## src/rtl/hc_shreg_univ.sv

```systemverilog
// ---------------------------------------------------------------------------
// hc_shreg_univ
//   Parametrised universal shift register with a storage (output) latch.
//   Shift stage supports hold, shift up, shift down and parallel load. A shift
//   counter tracks bits taken in the current frame. frame_done pulses for one
//   cycle after the WIDTH-th shift. When AUTO_LATCH is set, the storage latch
//   captures the completed frame on the same edge.
//
// Parameters
//   WIDTH       shift/storage width, 2..32
//   AUTO_LATCH  1 = capture the storage latch automatically on frame completion
//   TPD         simulation-only clk-to-Q delay in ns; has no effect on the logic
//
// Ports
//   clk         rising-edge clock
//   clr_n       asynchronous active-low clear of all state
//   en          shift-stage enable (0 = q and bit_cnt hold)
//   mode        00 hold, 01 shift up, 10 shift down, 11 parallel load
//   sin_lo      serial input into bit 0 on shift up
//   sin_hi      serial input into bit WIDTH-1 on shift down
//   d           parallel load data
//   latch       explicit storage capture of pre-edge q
//   q           shift-stage contents
//   q_lat       storage latch contents
//   sout_hi     q[WIDTH-1], cascade output for shift up
//   sout_lo     q[0], cascade output for shift down
//   bit_cnt     shifts taken in the current frame
//   frame_done  one-cycle pulse after a frame completes
// ---------------------------------------------------------------------------
module hc_shreg_univ #(
  parameter int  WIDTH      = 8,
  parameter bit  AUTO_LATCH = 1'b1,
  parameter real TPD        = 0.001
) (
  input  logic                       clk,
  input  logic                       clr_n,
  input  logic                       en,
  input  logic [1:0]                 mode,
  input  logic                       sin_lo,
  input  logic                       sin_hi,
  input  logic [WIDTH-1:0]           d,
  input  logic                       latch,
  output logic [WIDTH-1:0]           q,
  output logic [WIDTH-1:0]           q_lat,
  output logic                       sout_hi,
  output logic                       sout_lo,
  output logic [$clog2(WIDTH)-1:0]   bit_cnt,
  output logic                       frame_done
);

  localparam int               CNT_W   = $clog2(WIDTH);
  localparam logic [CNT_W-1:0] CNT_MAX = CNT_W'(WIDTH - 1);

  typedef enum logic [1:0] {
    MODE_HOLD = 2'b00,
    MODE_UP   = 2'b01,
    MODE_DOWN = 2'b10,
    MODE_LOAD = 2'b11
  } mode_e;

  // Elaboration-time guard on the legal parameter range.
  if (WIDTH < 2 || WIDTH > 32 || TPD < 0.0) begin : g_bad_params
    $error("hc_shreg_univ: WIDTH must be 2..32 and TPD must be non-negative");
  end

  logic [WIDTH-1:0] r_q;
  logic [WIDTH-1:0] r_q_lat;
  logic [CNT_W-1:0] r_bit_cnt;
  logic             r_frame_done;

  logic [WIDTH-1:0] w_q_next;
  logic [CNT_W-1:0] w_cnt_next;
  logic             w_shift;
  logic             w_load;
  logic             w_frame_end;

  // Next-state of the shift stage and counter.
  always_comb begin
    // NOTE: every output of this block gets a default first so no path leaves
    // it unassigned; that is what keeps synthesis from inferring latches.
    w_q_next = r_q;
    w_shift  = 1'b0;
    w_load   = 1'b0;
    if (en) begin
      case (mode_e'(mode))
        MODE_UP: begin
          w_q_next = {r_q[WIDTH-2:0], sin_lo};
          w_shift  = 1'b1;
        end
        MODE_DOWN: begin
          w_q_next = {sin_hi, r_q[WIDTH-1:1]};
          w_shift  = 1'b1;
        end
        MODE_LOAD: begin
          w_q_next = d;
          w_load   = 1'b1;
        end
        default: w_q_next = r_q;
      endcase
    end

    // A shift taken at the last bit position closes the frame; direction is
    // irrelevant, each shift counts as one bit.
    w_frame_end = w_shift && (r_bit_cnt == CNT_MAX);

    w_cnt_next = r_bit_cnt;
    if (w_load || w_frame_end) begin
      w_cnt_next = '0;
    end else if (w_shift) begin
      w_cnt_next = r_bit_cnt + 1'b1;
    end
  end

  // Shift stage, counter and frame strobe.
  always_ff @(posedge clk or negedge clr_n) begin
    // NOTE: sequential state uses non-blocking assignments so every register
    // samples pre-edge values regardless of statement order.
    if (!clr_n) begin
      r_q          <= '0;
      r_bit_cnt    <= '0;
      r_frame_done <= 1'b0;
    end else begin
      r_q          <= w_q_next;
      r_bit_cnt    <= w_cnt_next;
      r_frame_done <= w_frame_end;
    end
  end

  // Storage latch. The auto-capture of a just-completed frame takes priority
  // over an explicit latch request on the same edge.
  always_ff @(posedge clk or negedge clr_n) begin
    if (!clr_n) begin
      r_q_lat <= '0;
    end else if (AUTO_LATCH && w_frame_end) begin
      r_q_lat <= w_q_next;
    end else if (latch) begin
      r_q_lat <= r_q;
    end
  end

  assign q          = r_q;
  assign q_lat      = r_q_lat;
  assign bit_cnt    = r_bit_cnt;
  assign frame_done = r_frame_done;
  assign sout_hi    = r_q[WIDTH-1];
  assign sout_lo    = r_q[0];

endmodule

```

## config.mk

```make
export PLATFORM = sky130hd
export DESIGN_NAME = hc_shreg_univ
export DESIGN_NICKNAME = d
export VERILOG_FILES = /design/src/rtl/hc_shreg_univ.sv
export SDC_FILE = /design/constraint.sdc
export NUM_CORES = 1
export LEC_CHECK = 0
export ABC_AREA = 1
export BUFFER_PORTS_ARGS = -buffer_cell sky130_fd_sc_hd__buf_4
export CAP_MARGIN = 15
export CORE_ASPECT_RATIO = 1.2
export CORE_MARGIN = 2
export CORE_UTILIZATION = 51
export CTS_CLUSTER_SIZE = 28
export DETAILED_ROUTE_END_ITERATION = 8
export PLACE_DENSITY = 0.79
export SETUP_SLACK_MARGIN = 0.5
export SLEW_MARGIN = 25
export SYNTH_ARGS = -nofsm -noshare
export SYNTH_HDL_FRONTEND = slang
export SYNTH_SLANG_ARGS = --single-unit
```

## constraint.sdc

```tcl
create_clock -name clk -period 1.8 [get_ports clk]
set_input_delay 0.27 -clock clk [delete_from_list [all_inputs] [get_ports clk]]
set_output_delay 0.27 -clock clk [all_outputs]
set_load 0.02 [all_outputs]
```

# == Word-level counts from Yosys, hierarchy flattened ==
# Cells that the tools add are included.
# word_totals
reg_bits,20
latch_bits,0
ramBits,0
romBits,0
out_inout_bits,22
n_memories,0
# op_classes
n_addsub,1
mul,0
n_div,0
magnitude_cmp,0
eq_ne,4
shift,0
muxes,10
bitwise,0
reduce_logical,5
# op_table
op,count
$mux 8,3
$pmux 8 s3,1
$mux 3,2
$eq 2x2->1 const B,2
$mux 1,4
$reduce_bool 2->1,2
$add 3x1->3 const B,1
$eq 3x3->1 const B,1
$eq 2x1->1 const B,1
$reduce_or 2->1,1
$logic_and 1x1->1,1
$logic_or 1x1->1,1

# == Logic depth before layout (Yosys ltp) ==
# Gate-level depths: netlist of the first run.
# depth
ltp_word,7
depth_mapped,9
ltp_nobuf,8

# == Worst setup path after synthesis of the first run ==
# Ideal clock, no wire load.
# synth_timing
path_type,reg-to-reg
start,reg r_bit_cnt[0] (netlist: bit_cnt[0])
end,reg r_q_lat[7] (netlist: q_lat[7])
setup_time_ns,0.065
t_arrival_ns,1.438
required_time_ns,1.735
setup_slack_ns,0.297
stages_incl_launch_ff,9
n_path_buf,1
period_less_slack_ns,1.503
cell_sequence,dfrtp_1 > ha_1 > ha_1 > nand3_2 > buf_2 > nand3_1 > nand2_1 > clkinv_1 > nand2_1
# synth_via
elab_chain_len,3
word_cells_on_any_way,4
# synth_rtl
element,line,text
"start, declared",68,logic [CNT_W-1:0] r_bit_cnt;
"start signal, assigned",124,r_bit_cnt <= w_cnt_next;
$eq 3x3->1 *,104,w_frame_end = w_shift && (r_bit_cnt == CNT_MAX);
$logic_and 1x1->1 *,104,
$mux 8 / $reduce_bool 2->1 (equally long branches),--,
"end signal, assigned",135,r_q_lat <= w_q_next;
"end signal, assigned",137,r_q_lat <= r_q;
"end, declared",67,logic [WIDTH-1:0] r_q_lat;
# Every way passes the cells marked *; elsewhere a longest branch is shown, timed or not.
# A chain may end at the register's enable or synchronous reset.

# == Worst setup path after layout of the first run ==
# layout_timing
start,reg r_bit_cnt[0] (netlist: bit_cnt[0])
end,reg r_q_lat[7] (netlist: q_lat[7])
# layout_via
elab_chain_len,3
word_cells_on_any_way,4
# layout_rtl
element,line,text
$eq 3x3->1 *,104,
$logic_and 1x1->1 *,104,
net w_frame_end,75,logic w_frame_end;
$mux 8 / $reduce_bool 2->1 (equally long branches),--,
# Mark *: on every way through the listed nets, which the timed path passes. The rest lies on a longest branch.

==> results of run 1 <==
==> worst min-delay path, delay by kind of cell <==
| family | cells | cell delay, ns |
|---|---|---|
| buf+inv | 2 | 0.19 |
| simple gates | 3 | 0.16 |
==> report_power, final <==
group | internal [mW] | total (mW) | switching, mW
sequential | 0.528 | 0.617 | 0.0886
clock | 0.225 | 0.379 | 0.153
combinational | 0.229 | 0.532 | 0.303
==> sequential cells by signal (all words and copies together) (netlist names) <==
register and cells:
bit_cnt 3, q_lat 8, frame_done 1, q 8
==> logic make-up (layout without fill, tap and decap cells) <==
family,Yosys count,after routing,synth area share [%]
DFF,20,20,39.33
and+or+nand+nor,103,105,33.53
adders and majority gates,6,6,5.900
buffers and inverters,47,82,14.95
AOI/OAI and AO/OA,12,12,6.293
==> cell usage after synthesis, drive strengths merged <==
| master | n | area [µm²] |
|---|---|---|
| nand3 | 26 | 135.1 |
| inv | 36 | 135.1 |
| ha | 6 | 75.07 |
| nor2 | 9 | 33.78 |
| nand2 | 68 | 257.8 |
| clkinv | 3 | 11.26 |
| buf | 5 | 32.53 |
| clkbuf | 3 | 11.26 |
| a21boi | 8 | 60.06 |
| dfrtp | 20 | 500.5 |
| o21ai | 4 | 20.02 |
==> worst max-delay path by stage <==
stage	startpoint	endpoint	slack, ns	cells past startpoint
4_1_cts	bit_cnt[0]	q_lat[7]	0.51	6
5_1_grt	bit_cnt[0]	q_lat[2]	0.44	7
3_5_place_dp	mode[0]	q_lat[7]	0.34	7
3_3_place_gp	mode[0]	q_lat[6]	0.40	7
6_report	bit_cnt[0]	q_lat[7]	0.50	6
2_1_floorplan	bit_cnt[0]	q_lat[7]	0.48	8
==> layer usage <==
layer	GRT usage (%)	up-vias	share of wire [%]
li1	-	643	-
met2	45.52	40	53
met5	0	-	0
met1	29.89	572	41
met4	7.143	0	1.0
met3	2.792	5	4.6
==> layout make-up <==
type,count,area [µm²],area share (%)
multi-input cells,123,676.9,39.46
flip-flops and latches,20,503.0,29.32
repair buffers,38,287.8,16.78
inverters,39,151.4,8.826
well taps,31,38.79,2.261
clock inverters,1,30.03,1.751
clock buffers,3,22.52,1.313
repair inverters,1,5.005,0.2918
==> repair_timing <==
item                       in CTS  in global routing
hold endpoints to repair       20                  0
hold buffers                    1                  0
pin swaps                       1                  0
gates resized for setup         1                  6
gates cloned                    2                  1
setup endpoints to repair       9                 11
setup buffers                   0                  0
==> metrics.cfg, run 1 <==
[status]
outcome = complete, no violations

[global_route]
grt_pass1_vias = 1273
grt_antenna_before_repair = 0
grt_max_degree = 21
grt_pass1_wl_mm = 5.526
grt_remaining_overflow = 0
grtUsageTotal_pct = 24.54

[power]
power.total_mw = 1.527
power_density_nw_per_um2 = 890.4
worst_ir_drop_vdd_v = 0.0007023
p_leak_nw = 0.9886

[floorplanning]
die-width_um = 49.60
fp-row-count = 19
die_area_um2 = 2913
die_h_um = 58.72
core_um2 = 2330
start_util_pct = 54.62
io_pins = 38

[placed_design]
hpwlAfterDp_mm = 2.215
gp_congestion = 0.8016
portBuffers = 37
place_area_um2 = 1602
post-place-ws_ns = 0.3366
placedCellCount = 248

[sta]
max_clock_freq_mhz = 769.4
slew_viol_final = 0
finalSetupTns_ns = 0
setup_viol = 0
hold_viol = 0
skew_ns = 0.003872
fin_ws_ns = 0.5003
whs_ns = 0.3224
fin_crit_sh_pct = 72.20
tightest_slew_ns = 0.3605
slew-limit-headroom_pct = 75.97
fin_crit_ns = 1.300
rsz0062_at_grt = yes

[cts]
clock_sinks = 20
clk_pin_slew_ns = 0.12
h-tree-depth = 1
cts_tree = done
numCtsBuffers = 3
root_buffer = clkbuf_4
clock_latency_ns = 0.31
clockBufferDepth = 2

[drt]
avgRoutedWirePerCell_um = 12.37
viasPerCell = 4.922
drt_iter0_drc = 39
routed_wl_mm = 3.167
detail-route-antenna-nets = 0
drc_errors = 0
vias = 1260
dr.pass1.iters = 4

[hold_path]
min_from = latch
hold_depth = 5
min_path_type = in -> reg
whs_endpoint = q_lat[6]

[critical_path]
crit_fanout = 6
reg2reg_slack_ns = 0.50
path_cells = ha_4, ha_4, nand3_4, clkinv_4, nand3_1, nand2_1
reg2reg_to = q_lat[7]
path_buf_inv = 1
crit_top_cell = ha_4
arrival_ns = 1.52
crit_type = reg -> reg
reg2regPathDepth = 6
worstReg2RegStart = bit_cnt[0]
critical-path-slowest-cell = dfrtp_2
cpPeakStageDelay_ns = 0.46
cp-start-kind = register
end_kind = register
crit_family = flip-flops
required_ns = 2.02

[layout]
fin_nets = 248
fin_cells = 256
area_delta_synth_final_pct = 34.81
final_cell_mix = 67 x nand2_1, 37 x buf_4, 36 x inv_1
fill_cells = 202
fin_util_pct = 73.63
n_antenna_cell = 0
final_cell_area_um2 = 1715
drive_gt1_share_pct = 25.78
layout_commonest_cell = nand2_1

[synth]
yosysWarnings = 0
synth_seq_area_share_pct = 39.33
syn_inst = 188
syn-num-nets = 210
syn_area_um2 = 1272
synth.distinct_cells = 14
synth-seq-cells = 20
postSynthAreaPerCell_um2 = 6.768

[run]
cap_violations = 0

Note: power is estimated with default switching activity, not from simulation.
==> run 2, diff against run 1 <==
--- a/config.mk
+++ b/config.mk
@@ -10,10 +10,10 @@
 export CAP_MARGIN = 15
 export CORE_ASPECT_RATIO = 1.2
 export CORE_MARGIN = 2
-export CORE_UTILIZATION = 51
+export CORE_UTILIZATION = 46
 export CTS_CLUSTER_SIZE = 28
 export DETAILED_ROUTE_END_ITERATION = 8
-export PLACE_DENSITY = 0.79
+export PLACE_DENSITY = 0.75
 export SETUP_SLACK_MARGIN = 0.5
 export SLEW_MARGIN = 25
 export SYNTH_ARGS = -nofsm -noshare
==> constraint.sdc (replaced) <==
create_clock -name clk -period 1.13 [get_ports clk]
set_input_delay 0.1695 -clock clk [delete_from_list [all_inputs] [get_ports clk]]
set_output_delay 0.1695 -clock clk [all_outputs]
set_load 0.02 [all_outputs]
==> run 2 against run 1 <==
Net effect:
- the flow now finishes with violations (setup timing)
- wire length increased by 36%
- setup slack got worse by 0.73 ns
- first-iteration DRC count decreased by 7.7%
- hold slack got worse by 0.13 ns
- sequential share of layout area decreased by 6.5 points
- maximum frequency decreased by 4.7%
- count of clock-buffer cells in the layout increased by 1
- final cell count increased by 11%
- sequential cell count unchanged
- critical path depth increased by 2
- global-route usage increased by 0.42 points
- combinational power increased to 2.7 times the previous value
- largest power group is now combinational logic
==> metrics.cfg, run 2 (same netlist as run 1, synthesis figures left out) <==
[status]
outcome = finished with violations
violations = setup timing

[global_route]
grt_antenna_before_repair = 0  ; unchanged
grt_remaining_overflow = 0  ; unchanged
met3_usage_pct = 3.641  ; +0.85 points
grtUsageTotal_pct = 24.96  ; +0.42 points
grt_use_met1_pct = 28.83  ; -1.1 points
globalRouteMet2Util_pct = 46.11  ; +0.59 points
gr-max-usage-layer = met2
grt_pass1_wl_mm = 5.830  ; +5.5%
grt_max_degree = 21  ; unchanged
grt_pass1_vias = 1348  ; +5.9%

[floorplanning]
io_pins = 38  ; unchanged
start_util_pct = 49.37  ; -5.2 points
die_area_um2 = 3205  ; +10%
core_um2 = 2577  ; +11%
die_h_um = 61.62  ; +4.9%
fp-row-count = 20  ; +1
die-width_um = 52.01  ; +4.9%

[power]
p_leak_nw = 1.187  ; +20%
worst_ir_drop_vdd_v = 0.0007861  ; +12%
power_density_nw_per_um2 = 1269  ; +42%

[layout]
multiInputGateArea_um2 = 830.8  ; +23%
fin_nets = 274  ; +10%
fill_cells = 132  ; -35%
seq_area_um2 = 513.0  ; +2.0%
final_cell_mix = 42 x nand2_1, 33 x buf_4, 31 x buf_6
area_delta_synth_final_pct = 76.40
layout_commonest_cell = nand2_1
fin_cells = 284  ; +11%
n_antenna_cell = 0  ; unchanged
drive_gt1_share_pct = 60.16  ; +34 points

[drt]
drt_iter0_drc = 36  ; -7.7%
vias = 1434  ; +14%
routed_wl_mm = 4.306  ; +36%
detail-route-antenna-nets = 0  ; unchanged
dr.pass1.iters = 4  ; unchanged
avgRoutedWirePerCell_um = 15.16  ; +23%
viasPerCell = 5.049  ; +2.6%
drc_errors = 0  ; unchanged

[sta]
fin_ws_ns = -0.2340  ; -0.7343 ns
hold_viol = 0  ; unchanged
rsz0062_at_grt = yes
skew_ns = 0.01273  ; +0.008861 ns
slew_viol_final = 0  ; unchanged
fin_crit_ns = 1.364  ; +0.06429 ns
setup_viol = 14  ; +14
max_clock_freq_mhz = 733.2  ; -4.7%
tightest_slew_ns = 0.3556  ; -0.004853 ns
slew-limit-headroom_pct = 76.27  ; +0.30 points
fin_crit_sh_pct = 120.7  ; +49 points
finalSetupTns_ns = -2.027  ; -2.027 ns

[critical_path]
required_ns = 1.37  ; -0.65 ns
reg2regPathDepth = 8  ; +2
reg2reg_to = q_lat[4]
crit_type = reg -> reg
end_kind = register
arrival_ns = 1.61  ; +0.09 ns
reg2reg_slack_ns = -0.23  ; -0.73 ns
crit_fanout = 8  ; +2
worstReg2RegStart = bit_cnt[0]
cp-start-kind = register

[run]
cap_violations = 0  ; unchanged

[placed_design]
placedCellCount = 257  ; +3.6%
portBuffers = 37  ; unchanged
post-place-ws_ns = -0.1488  ; -0.4853 ns
hpwlAfterDp_mm = 2.330  ; +5.2%
gp_congestion = 0.7446  ; -7.1%

[cts]
clock_sinks = 20  ; unchanged
clock_latency_ns = 0.30  ; about the same
clockBufferDepth = 2  ; unchanged
root_buffer = clkbuf_4
h-tree-depth = 1  ; unchanged
cts_tree = done
numCtsBuffers = 3  ; unchanged
clk_pin_slew_ns = 0.13  ; about the same

[hold_path]
hold_depth = 3  ; -2
whs_endpoint = bit_cnt[2]
min_path_type = in -> reg
min_from = en

run 2: worst max-delay path by stage:
stage                    start       end  slack (ns)  cells past startpoint
floorplan           bit_cnt[0]  q_lat[7]       -0.19                      8
global placement    bit_cnt[0]  q_lat[7]       -0.12                      6
detailed placement  bit_cnt[1]  q_lat[7]       -0.15                      6
CTS                 bit_cnt[1]  q_lat[6]       -0.16                      8
global route        bit_cnt[0]  q_lat[4]       -0.27                      8
finish              bit_cnt[0]  q_lat[4]       -0.23                      8
run 2: metal layers:
metal	routed length (µm)	vias to the layer above
met4	68	0
li1	-	687
met3	244	6
met1	1609	688
met5	0	-
met2	2383	53
run 2: report_power, final:
part	internal [mW]	switching [mW]	total (mW)	leakage, nW
registers	0.851	0.143	0.994	0.231
clock network	0.196	0.238	0.434	0.0210
logic	0.732	0.688	1.42	0.935
total	1.78	1.07	2.85	1.19
run 2: cell type report:
type | count | share of cell area (%)
clock buffer | 4 | 1.617
timing repair buffer | 67 | 29.15
multi-input combinational | 121 | 37.01
inverter | 39 | 7.525
tap | 33 | 1.839
sequential | 20 | 22.85
run 2: worst max-delay path, stage by stage, from the launching register on:
cell and delay, ns:
dfrtp_2 0.44, ha_4 0.17, ha_4 0.16, nand3_4 0.11
buf_12 0.14, nand3_1 0.08, nand2_1 0.09, inv_1 0.06
nand2_1 0.06
run 2: per-stage QoR:
stage	cell area [µm²]	hold slack, ns	total power [mW]	utilization [%]
2_1_floorplan	1446	-0.1261	1.559	-
3_3_place_gp	1754	0.06721	1.930	68.06
3_5_place_dp	1754	0.06794	1.954	68.06
4_1_cts	2083	0.2142	2.672	80.83
5_1_grt	2245	0.1837	2.992	87.09
6_report	2245	0.1971	2.848	87.09
run 2: timing repair:
action | CTS | global route
setup buffers | 16 | 5
gates cloned | 1 | 0
hold buffers | 1 | 0
endpoints found under the setup margin | 42 | 42
pin swaps | 15 | 19
hold endpoints to repair | 20 | 0
gates resized for setup | 44 | 42
==> run 3, diff against run 2 <==
--- a/config.mk
+++ b/config.mk
@@ -10,10 +10,10 @@
 export CAP_MARGIN = 15
 export CORE_ASPECT_RATIO = 1.2
 export CORE_MARGIN = 2
-export CORE_UTILIZATION = 46
+export CORE_UTILIZATION = 35
 export CTS_CLUSTER_SIZE = 28
 export DETAILED_ROUTE_END_ITERATION = 8
-export PLACE_DENSITY = 0.75
+export PLACE_DENSITY = 0.6
 export SETUP_SLACK_MARGIN = 0.5
 export SLEW_MARGIN = 25
 export SYNTH_ARGS = -nofsm -noshare
==> run 3 against run 2 <==
Net effect:
- the flow still finishes with violations (setup timing)
- count of clock-buffer cells in the layout is the same
- combinational power shrank 3%
- maximum frequency grew 6.6%
- register-to-register slack gained 0.08 ns
- clock skew shrank 0.0034 ns
- critical endpoint is now q_lat[3]
- non-clock buffer count grew 3
==> metrics.cfg, run 3 (same netlist as run 1, synthesis figures left out) <==
[critical_path]
crit_type = reg -> reg
cp-start-kind = register
reg2reg_to = q_lat[3]
cpPeakStageDelay_ns = 0.43  ; about the same
end_kind = register
required_ns = 1.32  ; -0.05 ns
critical-path-slowest-cell = dfrtp_2
arrival_ns = 1.47  ; -0.14 ns
crit_fanout = 7  ; -1
reg2reg_slack_ns = -0.15  ; +0.08 ns
worstReg2RegStart = bit_cnt[0]
path_cells = ha_4, ha_4, nand3_4, buf_6, nand3_1, nand2_1, inv_1, nand2_1
reg2regPathDepth = 8  ; unchanged

[cts]
numCtsBuffers = 3  ; unchanged
clock_latency_ns = 0.26  ; -0.04 ns
clk_pin_slew_ns = 0.08  ; -0.05 ns
clockBufferDepth = 2  ; unchanged
cts_tree = done
root_buffer = clkbuf_8
clock_sinks = 20  ; unchanged
h-tree-depth = 1  ; unchanged

[sta]
setup_viol = 12  ; -2
fin_crit_sh_pct = 113.2  ; -7.5 points
fin_crit_ns = 1.279  ; -0.08473 ns
skew_ns = 0.009333  ; -0.003399 ns
tightest_slew_ns = 0.3617  ; +0.006050 ns
hold_viol = 0  ; unchanged
slew-limit-headroom_pct = 75.63  ; -0.63 points
rsz0062_at_grt = yes
slew_viol_final = 0  ; unchanged
max_clock_freq_mhz = 781.7  ; +6.6%
fin_ws_ns = -0.1492  ; +0.08473 ns
finalSetupTns_ns = -1.593  ; +0.4341 ns

[drt]
viasPerCell = 4.618  ; -8.5%
drt_iter0_drc = 38  ; +5.6%
avgRoutedWirePerCell_um = 11.80  ; -22%
drc_errors = 0  ; unchanged
dr.pass1.iters = 4  ; unchanged
routed_wl_mm = 3.456  ; -20%
detail-route-antenna-nets = 0  ; unchanged
vias = 1353  ; -5.6%

[layout]
final_cell_mix = 52 x nand2_1, 36 x buf_4, 33 x buf_6
drive_gt1_share_pct = 54.72  ; -5.4 points
fin_nets = 277  ; +1.1%
n_antenna_cell = 0  ; unchanged
area_delta_synth_final_pct = 73.84
final_cell_area_um2 = 2212  ; -1.4%
layout_commonest_cell = nand2_1

[global_route]
grt_max_degree = 21  ; unchanged
grt_pass1_vias = 1293  ; -4.1%
grt_antenna_before_repair = 0  ; unchanged
grt_remaining_overflow = 0  ; unchanged
grt_pass1_wl_mm = 5.920  ; +1.5%
grtUsageTotal_pct = 18.68  ; -6.3 points

[floorplanning]
die_h_um = 70.05  ; +14%
start_util_pct = 35.61  ; -14 points
die-width_um = 59.04  ; +14%
core_um2 = 3573  ; +39%
io_pins = 38  ; unchanged
fp-row-count = 24  ; +20%
die_area_um2 = 4136  ; +29%

[status]
outcome = finished with violations
violations = setup timing

[hold_path]
min_path_type = in -> reg
whs_endpoint = bit_cnt[0]
min_from = en
hold_depth = 3  ; unchanged

[power]
power.total_mw = 2.854  ; +0.23%
p_leak_nw = 1.189  ; +0.11%
worst_ir_drop_vdd_v = 0.0006659  ; -15%
power_density_nw_per_um2 = 1290  ; +1.7%

[placed_design]
gp_congestion = 0.7291  ; -2.1%
post-place-ws_ns = -0.1470  ; +0.001725 ns
portBuffers = 37  ; unchanged
place_area_um2 = 1772  ; +1.0%
hpwlAfterDp_mm = 2.379  ; +2.1%

[run]
cap_violations = 0  ; unchanged

## run 3: final cells by class
class / count / area, µm²
fillers: 318 / 1361
flip-flops and latches: 20 / 513.0
inverters: 39 / 171.4
multi-input cells: 121 / 782.0
well taps: 39 / 48.80
clock buffers: 4 / 45.04
repair buffers: 70 / 651.9
## run 3: where the power goes
group          internal, mW  total (mW)  switching, mW
Sequential            0.852       0.996          0.144
Combinational         0.740        1.38          0.636
Clock                 0.251       0.483          0.232
## run 3: what timing repair did
item | 4_1_cts | 5_1_grt
gates resized for setup | 50 | 20
setup buffers | 17 | 5
endpoints found under the setup margin | 42 | 42
hold buffers | 1 | 0
pin swaps | 16 | 6
hold endpoints to repair | 20 | 0
## run 3: critical path: cells and delay by family, from the launching register on
family	cells	cell delay, ns
adders and majority gates	2	0.33
buffers and inverters	2	0.18
DFF	1	0.43
and+or+nand+nor	4	0.27
## run 3: routing by layer
| metal | part of all wire, % | up-vias | global-route usage [%] |
|---|---|---|---|
| met5 | 0 | - | 0 |
| met4 | 0.55 | 0 | 4.545 |
| met3 | 3.1 | 2 | 2.407 |
| met2 | 55 | 29 | 32.96 |
| met1 | 42 | 628 | 23.48 |
| li1 | - | 694 | - |
## run 3: worst max path at each step
stage,slack [ns],from,end,depth (start not counted)
floorplan,-0.19,bit_cnt[0],q_lat[7],8
global placement,-0.12,bit_cnt[1],q_lat[6],6
detailed placement,-0.15,bit_cnt[1],q_lat[6],6
CTS,-0.15,bit_cnt[0],q_lat[7],8
global route,-0.23,bit_cnt[0],q_lat[4],8
finish,-0.15,bit_cnt[0],q_lat[3],8
## run 3: through the flow
| step | utilization (%) | hold slack [ns] | cells |
|---|---|---|---|
| 2_1_floorplan | - | -0.1261 | 188 |
| 3_3_place_gp | 49.58 | 0.07441 | 266 |
| 3_5_place_dp | 49.58 | 0.07087 | 266 |
| 4_1_cts | 59.24 | 0.2401 | 288 |
| 5_1_grt | 61.90 | 0.2512 | 293 |
| 6_report | 61.90 | 0.2413 | 293 |
